`src/rtl/l2_sim_pkg.sv`:
```
// Shared op/command/state encodings for the L2 request arbiter slice.
// Latency: n/a (types and pure helper functions only).
// Backpressure: n/a.
package l2_sim_pkg;

    typedef enum logic [1:0] {
        L1_DREAD   = 2'd0,
        L1_DWRITE  = 2'd1,
        L1_IREAD   = 2'd2,
        L1_ILLEGAL = 2'd3
    } l1_op_e;

    typedef enum logic [1:0] {
        SNP_INV   = 2'd0,
        SNP_READ  = 2'd1,
        SNP_WRITE = 2'd2,
        SNP_RWIM  = 2'd3
    } snp_op_e;

    typedef enum logic {
        MAINT_CLEAR = 1'b0,
        MAINT_PRINT = 1'b1
    } maint_op_e;

    // Trace codes seen by the L2 core; 7 is deliberately unused.
    typedef enum logic [3:0] {
        CMD_L1_DREAD  = 4'd0,
        CMD_L1_DWRITE = 4'd1,
        CMD_L1_IREAD  = 4'd2,
        CMD_SNP_INV   = 4'd3,
        CMD_SNP_READ  = 4'd4,
        CMD_SNP_WRITE = 4'd5,
        CMD_SNP_RWIM  = 4'd6,
        CMD_CLEAR     = 4'd8,
        CMD_PRINT     = 4'd9
    } cache_cmd_e;

    typedef enum logic [1:0] {
        ST_E_IDLE  = 2'd0,
        ST_E_ISSUE = 2'd1,
        ST_E_BUSY  = 2'd2
    } arb_state_e;

    // Snoop ops occupy trace codes 3..6.
    function automatic logic [3:0] snp_cmd(input logic [1:0] op);
        return 4'(CMD_SNP_INV) + {2'b00, op};
    endfunction

    // Maintenance ops occupy trace codes 8..9.
    function automatic logic [3:0] maint_cmd(input logic op);
        return {3'b100, op};
    endfunction

endpackage

```
`src/rtl/l2_request_arbiter_if.sv`:
```
// Request/command bundle between the three requestors, the arbiter and the L2 core.
// Latency: n/a (wiring only).
// Backpressure: valid/ready per requestor, cache_ready/cache_done from the core.
interface l2_request_arbiter_if #(
    parameter int ADDR_W = 32,
    parameter int CNT_W  = 16
) ();

    logic              l1_valid;
    logic [1:0]        l1_op;
    logic [ADDR_W-1:0] l1_addr;
    logic              l1_ready;

    logic              snp_valid;
    logic [1:0]        snp_op;
    logic [ADDR_W-1:0] snp_addr;
    logic              snp_ready;

    logic              maint_valid;
    logic              maint_op;
    logic              maint_ready;

    logic              cache_valid;
    logic [3:0]        cache_cmd;
    logic [ADDR_W-1:0] cache_addr;
    logic              cache_ready;
    logic              cache_done;

    logic              busy;
    logic [CNT_W-1:0]  l1_grants;
    logic [CNT_W-1:0]  snp_grants;

    // Arbiter side.
    modport slave (
        input  l1_valid, l1_op, l1_addr,
        input  snp_valid, snp_op, snp_addr,
        input  maint_valid, maint_op,
        input  cache_ready, cache_done,
        output l1_ready, snp_ready, maint_ready,
        output cache_valid, cache_cmd, cache_addr,
        output busy, l1_grants, snp_grants
    );

    // Requestor / L2 core side.
    modport master (
        output l1_valid, l1_op, l1_addr,
        output snp_valid, snp_op, snp_addr,
        output maint_valid, maint_op,
        output cache_ready, cache_done,
        input  l1_ready, snp_ready, maint_ready,
        input  cache_valid, cache_cmd, cache_addr,
        input  busy, l1_grants, snp_grants
    );

endinterface

```
`src/rtl/l2_req_prio_arb.sv`:
```
// Fixed-priority maint > snoop > L1 picker with an L1 anti-starvation override.
// Latency: combinational grant; starvation count updates on the grant edge.
// Backpressure: grants only while arb_en is high and reset is low.
module l2_req_prio_arb #(
    parameter int STARVE_LIMIT = 4
) (
    input  logic clock,
    input  logic reset,
    input  logic arb_en,
    input  logic l1_valid,
    input  logic snp_valid,
    input  logic maint_valid,
    input  logic starve_clr,
    output logic l1_ready,
    output logic snp_ready,
    output logic maint_ready
);

    localparam int SW = $clog2(STARVE_LIMIT + 1);
    localparam logic [SW-1:0] LIMIT = SW'(STARVE_LIMIT);

    logic [SW-1:0] starve_cnt;
    logic          arb_open;
    logic          starved;

    assign arb_open = arb_en & ~reset;
    assign starved  = (starve_cnt == LIMIT);

    // Single winner; a starved L1 request jumps ahead of snoops but never maintenance.
    always_comb begin
        maint_ready = 1'b0;
        snp_ready   = 1'b0;
        l1_ready    = 1'b0;
        if (arb_open) begin
            if (maint_valid) begin
                maint_ready = 1'b1;
            end else if (l1_valid && starved) begin
                l1_ready = 1'b1;
            end else if (snp_valid) begin
                snp_ready = 1'b1;
            end else if (l1_valid) begin
                l1_ready = 1'b1;
            end
        end
    end

    // Count snoop wins that happened while L1 was waiting, saturating at the limit.
    always_ff @(posedge clock) begin
        if (reset || starve_clr) begin
            starve_cnt <= '0;
        end else if (l1_ready) begin
            starve_cnt <= '0;
        end else if (snp_ready) begin
            if (!l1_valid) begin
                starve_cnt <= '0;
            end else if (!starved) begin
                starve_cnt <= starve_cnt + SW'(1);
            end
        end
    end

endmodule

```
`src/rtl/l2_request_arbiter.sv`:
```
// Arbitrates L1, snoop and maintenance requests into a single L2 core command slot.
// Latency: accept in cycle N -> cache_valid in N+1; min 3 cycles per command.
// Backpressure: one command outstanding; no requestor is readied until the core signals done.
module l2_request_arbiter
    import l2_sim_pkg::*;
#(
    parameter int ADDR_W       = 32,
    parameter int STARVE_LIMIT = 4,
    parameter int CNT_W        = 16
) (
    input  logic                clock,
    input  logic                reset,
    l2_request_arbiter_if.slave bus
);

    localparam logic [1:0] ST_IDLE  = ST_E_IDLE;
    localparam logic [1:0] ST_ISSUE = ST_E_ISSUE;
    localparam logic [1:0] ST_BUSY  = ST_E_BUSY;

    logic [1:0]        state;
    logic [3:0]        cmd_q;
    logic [ADDR_W-1:0] addr_q;
    logic [CNT_W-1:0]  l1_cnt;
    logic [CNT_W-1:0]  snp_cnt;

    logic arb_en;
    logic l1_rdy;
    logic snp_rdy;
    logic maint_rdy;
    logic l1_take;
    logic clear_done;

    assign arb_en     = (state == ST_IDLE);
    // An illegal L1 op is handshaken away but never becomes a command.
    assign l1_take    = l1_rdy & (bus.l1_op != L1_ILLEGAL);
    assign clear_done = (state == ST_BUSY) & bus.cache_done & (cmd_q == CMD_CLEAR);

    l2_req_prio_arb #(
        .STARVE_LIMIT (STARVE_LIMIT)
    ) u_prio_arb (
        .clock       (clock),
        .reset       (reset),
        .arb_en      (arb_en),
        .l1_valid    (bus.l1_valid),
        .snp_valid   (bus.snp_valid),
        .maint_valid (bus.maint_valid),
        .starve_clr  (clear_done),
        .l1_ready    (l1_rdy),
        .snp_ready   (snp_rdy),
        .maint_ready (maint_rdy)
    );

    // Command slot FSM: latch the winner, hold it until the core takes it, wait for done.
    always_ff @(posedge clock) begin
        if (reset) begin
            state  <= ST_IDLE;
            cmd_q  <= '0;
            addr_q <= '0;
        end else begin
            case (state)
                ST_IDLE: begin
                    if (maint_rdy) begin
                        cmd_q  <= maint_cmd(bus.maint_op);
                        addr_q <= '0;
                        state  <= ST_ISSUE;
                    end else if (snp_rdy) begin
                        cmd_q  <= snp_cmd(bus.snp_op);
                        addr_q <= bus.snp_addr;
                        state  <= ST_ISSUE;
                    end else if (l1_take) begin
                        cmd_q  <= {2'b00, bus.l1_op};
                        addr_q <= bus.l1_addr;
                        state  <= ST_ISSUE;
                    end
                end
                ST_ISSUE: begin
                    if (bus.cache_ready) begin
                        state <= ST_BUSY;
                    end
                end
                ST_BUSY: begin
                    if (bus.cache_done) begin
                        state <= ST_IDLE;
                    end
                end
                default: state <= ST_IDLE;
            endcase
        end
    end

    // Saturating grant statistics, wiped when a clear command completes.
    always_ff @(posedge clock) begin
        if (reset || clear_done) begin
            l1_cnt  <= '0;
            snp_cnt <= '0;
        end else begin
            if (l1_take && (l1_cnt != '1)) begin
                l1_cnt <= l1_cnt + CNT_W'(1);
            end
            if (snp_rdy && (snp_cnt != '1)) begin
                snp_cnt <= snp_cnt + CNT_W'(1);
            end
        end
    end

    assign bus.l1_ready    = l1_rdy;
    assign bus.snp_ready   = snp_rdy;
    assign bus.maint_ready = maint_rdy;
    assign bus.cache_valid = (state == ST_ISSUE);
    assign bus.cache_cmd   = cmd_q;
    assign bus.cache_addr  = addr_q;
    assign bus.busy        = (state != ST_IDLE);
    assign bus.l1_grants   = l1_cnt;
    assign bus.snp_grants  = snp_cnt;

endmodule

```
`src/flat_wrapper.sv`:
```
// flat-port wrapper written by rule: the top's interface ports become plain ports
module l2_request_arbiter_flat import l2_sim_pkg::*;
#(
    parameter int ADDR_W       = 32,
    parameter int STARVE_LIMIT = 4,
    parameter int CNT_W        = 16
)
  (clock, reset, bus_l1_valid, bus_l1_op, bus_l1_addr, bus_snp_valid, bus_snp_op, bus_snp_addr, bus_maint_valid, bus_maint_op, bus_cache_ready, bus_cache_done, bus_l1_ready, bus_snp_ready, bus_maint_ready, bus_cache_valid, bus_cache_cmd, bus_cache_addr, bus_busy, bus_l1_grants, bus_snp_grants);
  l2_request_arbiter_if #(.ADDR_W(ADDR_W), .CNT_W(CNT_W)) bus_i ();
  input  logic clock;
  input  logic reset;
  input wire logic [$bits(bus_i.l1_valid)-1:0] bus_l1_valid;
  input wire logic [$bits(bus_i.l1_op)-1:0] bus_l1_op;
  input wire logic [$bits(bus_i.l1_addr)-1:0] bus_l1_addr;
  input wire logic [$bits(bus_i.snp_valid)-1:0] bus_snp_valid;
  input wire logic [$bits(bus_i.snp_op)-1:0] bus_snp_op;
  input wire logic [$bits(bus_i.snp_addr)-1:0] bus_snp_addr;
  input wire logic [$bits(bus_i.maint_valid)-1:0] bus_maint_valid;
  input wire logic [$bits(bus_i.maint_op)-1:0] bus_maint_op;
  input wire logic [$bits(bus_i.cache_ready)-1:0] bus_cache_ready;
  input wire logic [$bits(bus_i.cache_done)-1:0] bus_cache_done;
  output wire logic [$bits(bus_i.l1_ready)-1:0] bus_l1_ready;
  output wire logic [$bits(bus_i.snp_ready)-1:0] bus_snp_ready;
  output wire logic [$bits(bus_i.maint_ready)-1:0] bus_maint_ready;
  output wire logic [$bits(bus_i.cache_valid)-1:0] bus_cache_valid;
  output wire logic [$bits(bus_i.cache_cmd)-1:0] bus_cache_cmd;
  output wire logic [$bits(bus_i.cache_addr)-1:0] bus_cache_addr;
  output wire logic [$bits(bus_i.busy)-1:0] bus_busy;
  output wire logic [$bits(bus_i.l1_grants)-1:0] bus_l1_grants;
  output wire logic [$bits(bus_i.snp_grants)-1:0] bus_snp_grants;
  assign bus_i.l1_valid = bus_l1_valid;
  assign bus_i.l1_op = bus_l1_op;
  assign bus_i.l1_addr = bus_l1_addr;
  assign bus_i.snp_valid = bus_snp_valid;
  assign bus_i.snp_op = bus_snp_op;
  assign bus_i.snp_addr = bus_snp_addr;
  assign bus_i.maint_valid = bus_maint_valid;
  assign bus_i.maint_op = bus_maint_op;
  assign bus_i.cache_ready = bus_cache_ready;
  assign bus_i.cache_done = bus_cache_done;
  assign bus_l1_ready = bus_i.l1_ready;
  assign bus_snp_ready = bus_i.snp_ready;
  assign bus_maint_ready = bus_i.maint_ready;
  assign bus_cache_valid = bus_i.cache_valid;
  assign bus_cache_cmd = bus_i.cache_cmd;
  assign bus_cache_addr = bus_i.cache_addr;
  assign bus_busy = bus_i.busy;
  assign bus_l1_grants = bus_i.l1_grants;
  assign bus_snp_grants = bus_i.snp_grants;
  l2_request_arbiter #(.ADDR_W(ADDR_W), .STARVE_LIMIT(STARVE_LIMIT), .CNT_W(CNT_W)) u_core (.clock(clock), .reset(reset), .bus(bus_i));
endmodule
```
`config.mk`:
```
export PLATFORM = sky130hd
export DESIGN_NAME = l2_request_arbiter_flat
export DESIGN_NICKNAME = d
export VERILOG_FILES = /design/src/rtl/l2_sim_pkg.sv /design/src/rtl/l2_request_arbiter_if.sv /design/src/rtl/l2_req_prio_arb.sv /design/src/rtl/l2_request_arbiter.sv /design/src/flat_wrapper.sv
export SDC_FILE = /design/constraint.sdc
export NUM_CORES = 1
export LEC_CHECK = 0
export ABC_AREA = 1
export BUFFER_PORTS_ARGS = -buffer_cell sky130_fd_sc_hd__buf_4
export CORE_ASPECT_RATIO = 1.4
export CORE_MARGIN = 4
export CORE_UTILIZATION = 53
export DETAILED_ROUTE_END_ITERATION = 16
export PLACE_DENSITY_LB_ADDON = 0.05
export SKIP_CTS_REPAIR_TIMING = 1
export SLEW_MARGIN = 30
export SYNTH_ARGS = -nofsm -noshare
export SYNTH_HDL_FRONTEND = slang
export SYNTH_HIERARCHICAL = 1
export SYNTH_SLANG_ARGS = --single-unit
export TNS_END_PERCENT = 5
```
`constraint.sdc`:
```
create_clock -name clock -period 4.1 [get_ports clock]
set_input_delay 0.82 -clock clock [delete_from_list [all_inputs] [get_ports clock]]
set_output_delay 0.82 -clock clock [all_outputs]
set_load 0.01 [all_outputs]
```
==> impl_results.md, run 1 <==
- Final setup viols: 0
- TritonCTS clock tree: built
- Dpl ws: 1090 ps
- Outcome: finished, final reports clean
- Clk Latency, worst-skew pair: 350 ps
- Design Power: 1.62 mW
- I/O pin cnt: between 100 and 150
- All-Layer GR Usage: 26.3%
- Global routing usage on met3: 7.15%
- M1 GR Usage: 29.5%
- Initial DRC Count: 196
- Core box area: 7310 sq um
- Layout net count: 798
- Syn Inst Count: 580
- Vias: 4366
- Final Hold Vio Count: 0
- Crit path time final: 2690 ps
- Switching portion of total power: 28.0%
- WL/cell: 14.0 microns
- Crit path max fanout: 69
- CP arrival: roughly 2900 ps
- Antenna cells: 0
- Total wire length: 11400 microns
- Chip height: 110 microns
- Gr ovfl total: 0
- Max transition margin: 45.3%
- Flop pwr share: 48.4%
- CTS buffer count: 9
- Int Power: 1.17 mW
- Vias per std cell: between 5 and 6
- Hold_ws: 493 ps
- Fmax: around 370 MHz
- Synth unique cells: 29
- Met2 Track Usage GR: 46.2%
- Worst hold path class: reg -> reg
- Setup TNS: 0 ps
- Routability congestion estimate: 0.899
- Logic pwr share: 20.6%
- Max-slew violations: 0
- Antenna Nets Post-Route: 0
- Synthesized flop and latch total: 73
- Avg Synthesized Cell Area: 6.81 sq um
- Die W: 81.0 microns
- CTS clk-pin slew, worst paths: 70 ps
- Net Count, Synth: 661
- Critical Path RT: 4340 ps
- Peak-usage layer in the global routing report: met2
- Clock power share: ~31%
- Cell Area, Placed: just over 5000 sq um
- Startpoint types: flop
- Starting Density: 54.0%
- Fin crit share: 65.5%
- Layout Skew: approximately 6.1 ps
- RSZ-0062 raised after global routing: no
- Seq/Total Area, Yosys: 37.0%
- First-pass GRT wire length: 18500 microns
- Critical path class: reg -> reg
- Inst Count DP: around 800
- Max-Cap Viols: 0
- Root buffer cell: clkbuf_8
- Filler Cell Count: 672
- VDD IR-drop max: 0.000213 V
- Layout cells sized above 1: between 20% and 30%
- I/O Buffers: 148
- First-pass DRT Iterations: 6
- Clock Sinks: 73
- Synth-to-Final Area Change: 32.6%
- Cell area after synthesis: roughly 4000 sq um
- Core Util, Final: 71.6%
- DRC: 0
- Fin cells: around 820
- CP Capture Type: flop
- Synth warn: 6
- P per Cell Area: 310 nW/um^2
- FP Rows: 37
- Clock buffer depth: 2
- Finished layout cell area: 5240 sq um
- Switching pwr: 0.454 mW
- Initial antenna violation count: 0
- H-tree Lvls: 3
- Die area: approximately 9000 sq um
- Setup slack after layout: roughly 1400 ps
- Worst-Margin Slew: ~820 ps
- Largest net degree at the start of global routing: 70
- Static leakage: between 2 and 3 nW
- Number of global-route vias before repair: between 4000 and 5000
- DPL Wire Length: 8400 microns
==> per-layer routing <==
layer / vias to the layer above / routed length, microns
li1: 2200 / -
met1: 2006 / 4390
met2: 139 / 5980
met3: 21 / 786
met4: 0 / 252
met5: - / 0
==> cells in the final DEF (no fill, tap or decap) <==
master,count
nand3_1,92
a31oi_1,1
o21ai_0,7
nand4_2,1
ha_1,5
nor2_1,72
dfxtp_1,73
inv_2,5
xor2_1,1
nand2_2,4
o211a_1,32
and2_1,2
nand2_1,151
a21oi_1,33
nor4_1,1
nand4_1,10
buf_4,150
nor2_4,2
nor2_2,4
nand3b_1,7
clkbuf_1,3
a21oi_4,1
o211ai_1,1
clkinv_1,1
nor3_1,4
clkbuf_8,11
nand3_2,2
inv_1,44
==> cell usage after synthesis, drive strengths merged <==
library cell	instances	area (sq um)
nand2	155	592
nand3	94	480
nor2	78	318
dfxtp	73	1460
inv	48	180
a21oi	34	181
o211a	32	320
buf	14	85.1
nand4	11	75.1
clkbuf	10	37.5
nand3b	7	52.6
o21ai	7	35.0
ha	5	62.6
nor3	4	20.0
and2	2	12.5
clkinv	2	7.51
a31oi	1	6.26
nor4	1	6.26
o211ai	1	7.51
xor2	1	8.76
==> layout make-up <==
type | instances | area [sq um] | share of cell area, %
multi-input combinational | 433 | 2180 | 41.6
clock buffer | 14 | 163 | 3.11
sequential | 73 | 1460 | 27.9
timing repair buffer | 150 | 1130 | 21.5
inverter | 50 | 188 | 3.58
tap | 97 | 121 | 2.32
==> power by group through the flow <==
stage	sequential, mW	clock (mW)	combinational, mW
CTS	0.784	0.516	0.336
finish	0.784	0.503	0.334
global route	0.789	0.544	0.369
detailed placement	0.799	0	0.336
global placement	0.798	0	0.329
floorplan	0.816	0	0.158
==> critical path, stage by stage (launching register included) <==
cell	delay [ps]
dfxtp_1	390
inv_1	60
ha_1	220
nand3_2	80
nand2_2	80
nor2_4	390
nor2_4	260
a21oi_4	200
buf_4	520
inv_1	160
nand2_1	110
a21oi_1	60
==> registers in the layout, summed over array words and instances (netlist names) <==
name,cells
u_core/bus.cache_addr,32
u_core/bus.cache_cmd,4
u_core/u_prio_arb/starve_cnt,3
u_core/state,2
u_core/bus.l1_grants,16
u_core/bus.snp_grants,16
==> final timing paths <==
path | start | end | slack, ps | cells after the start
worst max-delay path | u_core/u_prio_arb/starve_cnt[0]$_SDFFE_PP0P_ | u_core/bus.cache_cmd[3]$_SDFFE_PP0P_ | 1410 | 11
worst min-delay path | u_core/bus.cache_cmd[1]$_SDFFE_PP0P_ | u_core/bus.cache_cmd[1]$_SDFFE_PP0P_ | 490 | 2
worst max register to register | u_core/u_prio_arb/starve_cnt[0]$_SDFFE_PP0P_ | u_core/bus.cache_cmd[3]$_SDFFE_PP0P_ | 1410 | 11
worst min register to register | u_core/bus.cache_cmd[1]$_SDFFE_PP0P_ | u_core/bus.cache_cmd[1]$_SDFFE_PP0P_ | 490 | 2
==> kinds of logic after synthesis <==
group	share of synthesized area (%)
compound gates	13.9
xor+xnor	0.222
fa+ha+maj	1.58
buf+inv	7.86
flops	37.0
simple gates	39.4
Note: power is estimated with default switching activity, not from simulation.
==> run 2: changes to the inputs <==
- CORE_UTILIZATION: 53 -> 45
- clock period: 4.1 -> 2.2 ns (I/O delays scaled with it)
==> impl_results.md, run 2 (same netlist as run 1, synthesis figures left out) <==
- Crit path max fanout: 22 (-68%)
- Slowest CP cell: dfxtp_1
- Most common cell after layout, fill and taps aside: buf_4
- Fmax: 474 MHz
- First-pass DRT Iterations: 5 (-1)
- Outcome: finished, final reports clean
- VDD IR-drop max: 0.000476 V (+120%)
- CTS clk-pin slew, worst paths: 60 ps (about the same)
- Dpl ws: 198 ps (-897 ps)
- Chip height: 119 microns (+7.9%)
- Crit path time final: 2110 ps
- Die area: 10400 sq um (+16%)
- Finished layout cell area: 5530 sq um (+5.6%)
- CP Capture Type: primary output
- Starting Density: 46.2% (-7.8 points)
- First-pass GRT wire length: 19400 microns (+4.9%)
- Setup slack after layout: 88.5 ps (-1330 ps)
- Cell depth of the worst setup path: 7 (-4)
- Gr ovfl total: 0 (unchanged)
- CTS buffer count: 9 (unchanged)
- CP arrival: 1670 ps (-1260 ps)
- Largest net degree at the start of global routing: 70 (unchanged)
- Static leakage: 2.70 nW (+5.6%)
- Routability congestion estimate: 0.855 (-4.9%)
- Total wire length: 12100 microns (+5.7%)
- Initial antenna violation count: 0 (unchanged)
- Vias per std cell: 5.28 (-1.2%)
- Final setup viols: 0 (unchanged)
- DPL Wire Length: 8660 microns (+3.1%)
- Root buffer cell: clkbuf_16
- Final Hold Vio Count: 0 (unchanged)
- P per Cell Area: 658 nW/um^2 (+110%)
- Top delay family on crit path: flip-flops
- TritonCTS clock tree: built
- Filler Cell Count: 796 (+18%)
- Layout cells sized above 1: 26.2% (+1.2 points)
- Number of global-route vias before repair: 4360 (+3.5%)
- Synth-to-Final Area Change: 40.0%
- Fin crit share: about 96%
- Vias: 4423 (+1.3%)
- Max reg flops: 32 (unchanged)
- Most frequent cells in the layout: buf_4, nand2_1, nand3_1, dfxtp_1, nor2_1
- WL/cell: 14.4 microns (+3.1%)
- Max transition margin: 75.5% (+30 points)
- WHS Path Cells: 2 (unchanged)
- DRC: 0 (unchanged)
- Die W: 87.2 microns (+7.7%)
- All-Layer GR Usage: 23.0% (-3.3 points)
- CP max stage delay: 380 ps (-140 ps)
- Fin cells: 838 (+2.6%)
- Buf/Inv on CP: 3 (unchanged)
- Antenna cells: 0 (unchanged)
- I/O Buffers: 148 (unchanged)
- Cell Area, Placed: 5170 sq um (+2.0%)
- Worst-Margin Slew: 367 ps (-451 ps)
- Startpoint types: flop
- Core box area: 8560 sq um (+17%)
- Antenna Nets Post-Route: 0 (unchanged)
- RSZ-0062 raised after global routing: no
- Critical Path RT: 1760 ps (-2580 ps)
- Max-slew violations: 0 (unchanged)
- Initial DRC Count: 229 (+17%)
- Worst hold path class: in -> reg
- Crit path cell chain: inv_1 -> ha_1 -> nand3_2 -> nand2_2 -> nor2_4 -> buf_12 -> buf_4
- Reg2reg path depth: 12 (+1)
- Inst Count DP: 818 (+1.9%)
- Clk Latency, worst-skew pair: 330 ps (-20 ps)
- Max-Cap Viols: 0 (unchanged)
- Critical path class: reg -> out
- H-tree Lvls: 3 (unchanged)
- Clock Sinks: 73 (unchanged)
- Layout net count: 809 (+1.4%)
- Clock buffer depth: 2 (unchanged)
- Layout Skew: 4.19 ps (-1.89 ps)
- FP Rows: 40 (+8.1%)
- I/O pin cnt: 149 (unchanged)
==> run 2: changes by cell type in the layout (fill, tap and decap cells not counted), sizes merged <==
cell,delta
buf,+10
clkinv,+2
bufinv,+1
clkbuf,+1
inv,-1
==> run 2: metal layers <==
metal / track usage, % / share of wire [%] / vias to the layer above
li1: - / - / 2223
met1: 24.8 / 38 / 1995
met2: 39.4 / 51 / 170
met3: 6.85 / 8.2 / 35
met4: 12.4 / 3.5 / 0
met5: 0 / 0 / -
==> run 2: where the power goes <==
part / leakage (nW) / switching, mW / internal [mW]
clock: 0.153 / 0.548 / 0.970
sequential: 0.595 / 0.0516 / 1.41
combinational: 1.95 / 0.328 / 0.332
==> run 2: metrics by stage <==
stage	util [%]	TNS, ps	hold slack, ps	power (mW)
final	64.6	0	344	3.64
after global routing	64.6	0	343	3.81
after CTS	64.1	-34.2	329	3.68
after detailed placement	60.5	0	488	2.14
after global placement	60.5	0	477	2.13
after floorplan	-	0	465	1.82
==> run 2: final cells by class <==
class                      count  area (sq um)  area share (%)
clock buffer                  14           274            4.95
inverter                      50           188            3.39
sequential                    73          1460            26.4
tap                          105           131            2.38
timing repair buffer         161          1260            22.8
multi-input combinational    433          2180            39.4
clock inverter                 2          35.0           0.633
==> run 2: final timing paths <==
| kind | slack (ps) | end | from |
|---|---|---|---|
| max | 90 | bus_snp_ready | u_core/u_prio_arb/starve_cnt[0]$_SDFFE_PP0P_ |
| min | 340 | u_core/state[1]$_SDFFE_PP0P_ | reset |
| max reg2reg | 130 | u_core/bus.snp_grants[10]$_SDFFE_PP0P_ | u_core/u_prio_arb/starve_cnt[0]$_SDFFE_PP0P_ |
| min reg2reg | 490 | u_core/bus.cache_cmd[1]$_SDFFE_PP0P_ | u_core/bus.cache_cmd[1]$_SDFFE_PP0P_ |
==> run 3: changes to the inputs <==
- PLACE_DENSITY_LB_ADDON: 0.05 -> 0.15
- REMOVE_ABC_BUFFERS: unset -> 1
==> impl_results.md, run 3 (same netlist as run 1, synthesis figures left out) <==
- Outcome: finished, final reports clean
- Fin crit share: 95.4% (-0.54 points)
- Max-slew violations: 0 (unchanged)
- CP Capture Type: primary output
- Fmax: 476 MHz (+0.57%)
- Vias per std cell: 5.30 (+0.46%)
- Max transition margin: 76.5% (+0.93 points)
- Antenna cells: 0 (unchanged)
- Starting Density: 46.2% (unchanged)
- Initial DRC Count: 212 (-7.4%)
- Slowest CP cell: dfxtp_2
- I/O pin cnt: 149 (unchanged)
- VDD IR-drop max: 0.000478 V (+0.51%)
- Root buffer cell: clkbuf_16
- Largest net degree at the start of global routing: 70 (unchanged)
- CP startpoint: u_core/u_prio_arb/starve_cnt[0]$_SDFFE_PP0P_
- Crit path cell chain: inv_1 -> ha_1 -> nand3_2 -> nand2_2 -> nor2_4 -> buf_6 -> buf_4
- Critical path class: reg -> out
- Hold_ws: 338 ps (-5.92 ps)
- Filler Cell Count: 779 (-2.1%)
- Top delay family on crit path: simple AND/OR/NAND/NOR gates
- Core Util, Final: 64.4% (-0.26 points)
- Number of global-route vias before repair: 4218 (-3.3%)
- Worst hold path class: in -> reg
- Antenna Nets Post-Route: 0 (unchanged)
- Crit path time final: 2100 ps (-11.9 ps)
- Max-Cap Viols: 0 (unchanged)
- WL/cell: 14.3 microns (-0.58%)
- Layout net count: 811 (+0.25%)
- First-pass DRT Iterations: 5 (unchanged)
- Clock buffer depth: 2 (unchanged)
- Crit path max fanout: 8 (-64%)
- Clock Sinks: 73 (unchanged)
- Final setup viols: 0 (unchanged)
- TritonCTS clock tree: built
- Die W: 87.2 microns (unchanged)
- First-pass GRT wire length: 19200 microns (-1.1%)
- Initial antenna violation count: 0 (unchanged)
- Critical Path RT: 1760 ps (about the same)
- Reg2Reg Launch Point: u_core/u_prio_arb/starve_cnt[0]$_SDFFE_PP0P_
- Max reg flops: 32 (unchanged)
- Chip height: 119 microns (unchanged)
- Setup slack after layout: 100 ps (+11.9 ps)
- P per Cell Area: 660 nW/um^2 (+0.30%)
- Clk Latency, worst-skew pair: 330 ps (about the same)
- RSZ-0062 raised after global routing: no
- DRC: 0 (unchanged)
- Die area: 10400 sq um (unchanged)
- CTS buffer count: 9 (unchanged)
- Most common cell after layout, fill and taps aside: buf_4
- H-tree Lvls: 3 (unchanged)
- CTS clk-pin slew, worst paths: 60 ps (about the same)
- Synth-to-Final Area Change: 39.5%
- FP Rows: 40 (unchanged)
- Worst-Margin Slew: 350 ps (-16.6 ps)
- Layout Skew: 2.99 ps (-1.20 ps)
- DPL Wire Length: 9030 microns (+4.2%)
- Vias: 4454 (+0.70%)
- Static leakage: 2.69 nW (-0.12%)
- I/O Buffers: 148 (unchanged)
- Gr ovfl total: 0 (unchanged)
- Hold path start: reset
- Total wire length: 12000 microns (-0.34%)
- Core box area: 8560 sq um (unchanged)
- Design Power: 3.64 mW (-0.11%)
- Routability congestion estimate: 0.898 (+5.0%)
- CP arrival: 1660 ps (about the same)
- Dpl ws: 209 ps (+10.8 ps)
- Setup TNS: 0 ps (unchanged)
- Layout cells sized above 1: 26.5% (+0.34 points)
- All-Layer GR Usage: 22.9% (-0.15 points)
- Startpoint types: flop
- Final Hold Vio Count: 0 (unchanged)
- Most frequent cells in the layout: buf_4, nand2_1, nand3_1, nor2_1, dfxtp_1
- Buf/Inv on CP: 3 (unchanged)
- CP max stage delay: 360 ps (-20 ps)
## run 3: stage by stage
step / cell area (sq um) / instances
global route: 5510 / 840
floorplan: 3830 / 556
detailed placement: 5180 / 822
global placement: 5180 / 822
finish: 5510 / 840
CTS: 5490 / 838
## run 3: worst paths after layout
path,endpoint,slack (ps),depth (start not counted)
max,bus_snp_ready,100,7
min,u_core/state[1]$_SDFFE_PP0P_,340,2
max reg2reg,u_core/bus.cache_cmd[3]$_SDFFE_PP0P_,240,11
min reg2reg,u_core/bus.cache_cmd[1]$_SDFFE_PP0P_,500,2
## run 3: final cells by class
class | count | area, sq um | area share [%]
Multi-Input combinational cell | 433 | 2180 | 39.5
Sequential cell | 73 | 1460 | 26.6
Timing Repair Buffer | 163 | 1240 | 22.5
Clock buffer | 14 | 274 | 4.97
Inverter | 50 | 188 | 3.41
Tap cell | 105 | 131 | 2.38
Clock inverter | 2 | 35.0 | 0.636
## run 3: per-layer routing
| layer | up-vias | routed length (microns) | GRT usage [%] |
|---|---|---|---|
| li1 | 2227 | - | - |
| met1 | 2025 | 4670 | 26.4 |
| met2 | 174 | 5970 | 38.2 |
| met3 | 28 | 1010 | 5.40 |
| met4 | 0 | 374 | 12.5 |
| met5 | - | 0 | 0 |
## run 3: power by group
part	internal, mW	switching (mW)
Combinational	0.328	0.329
Sequential	1.41	0.0540
Clock	0.970	0.545
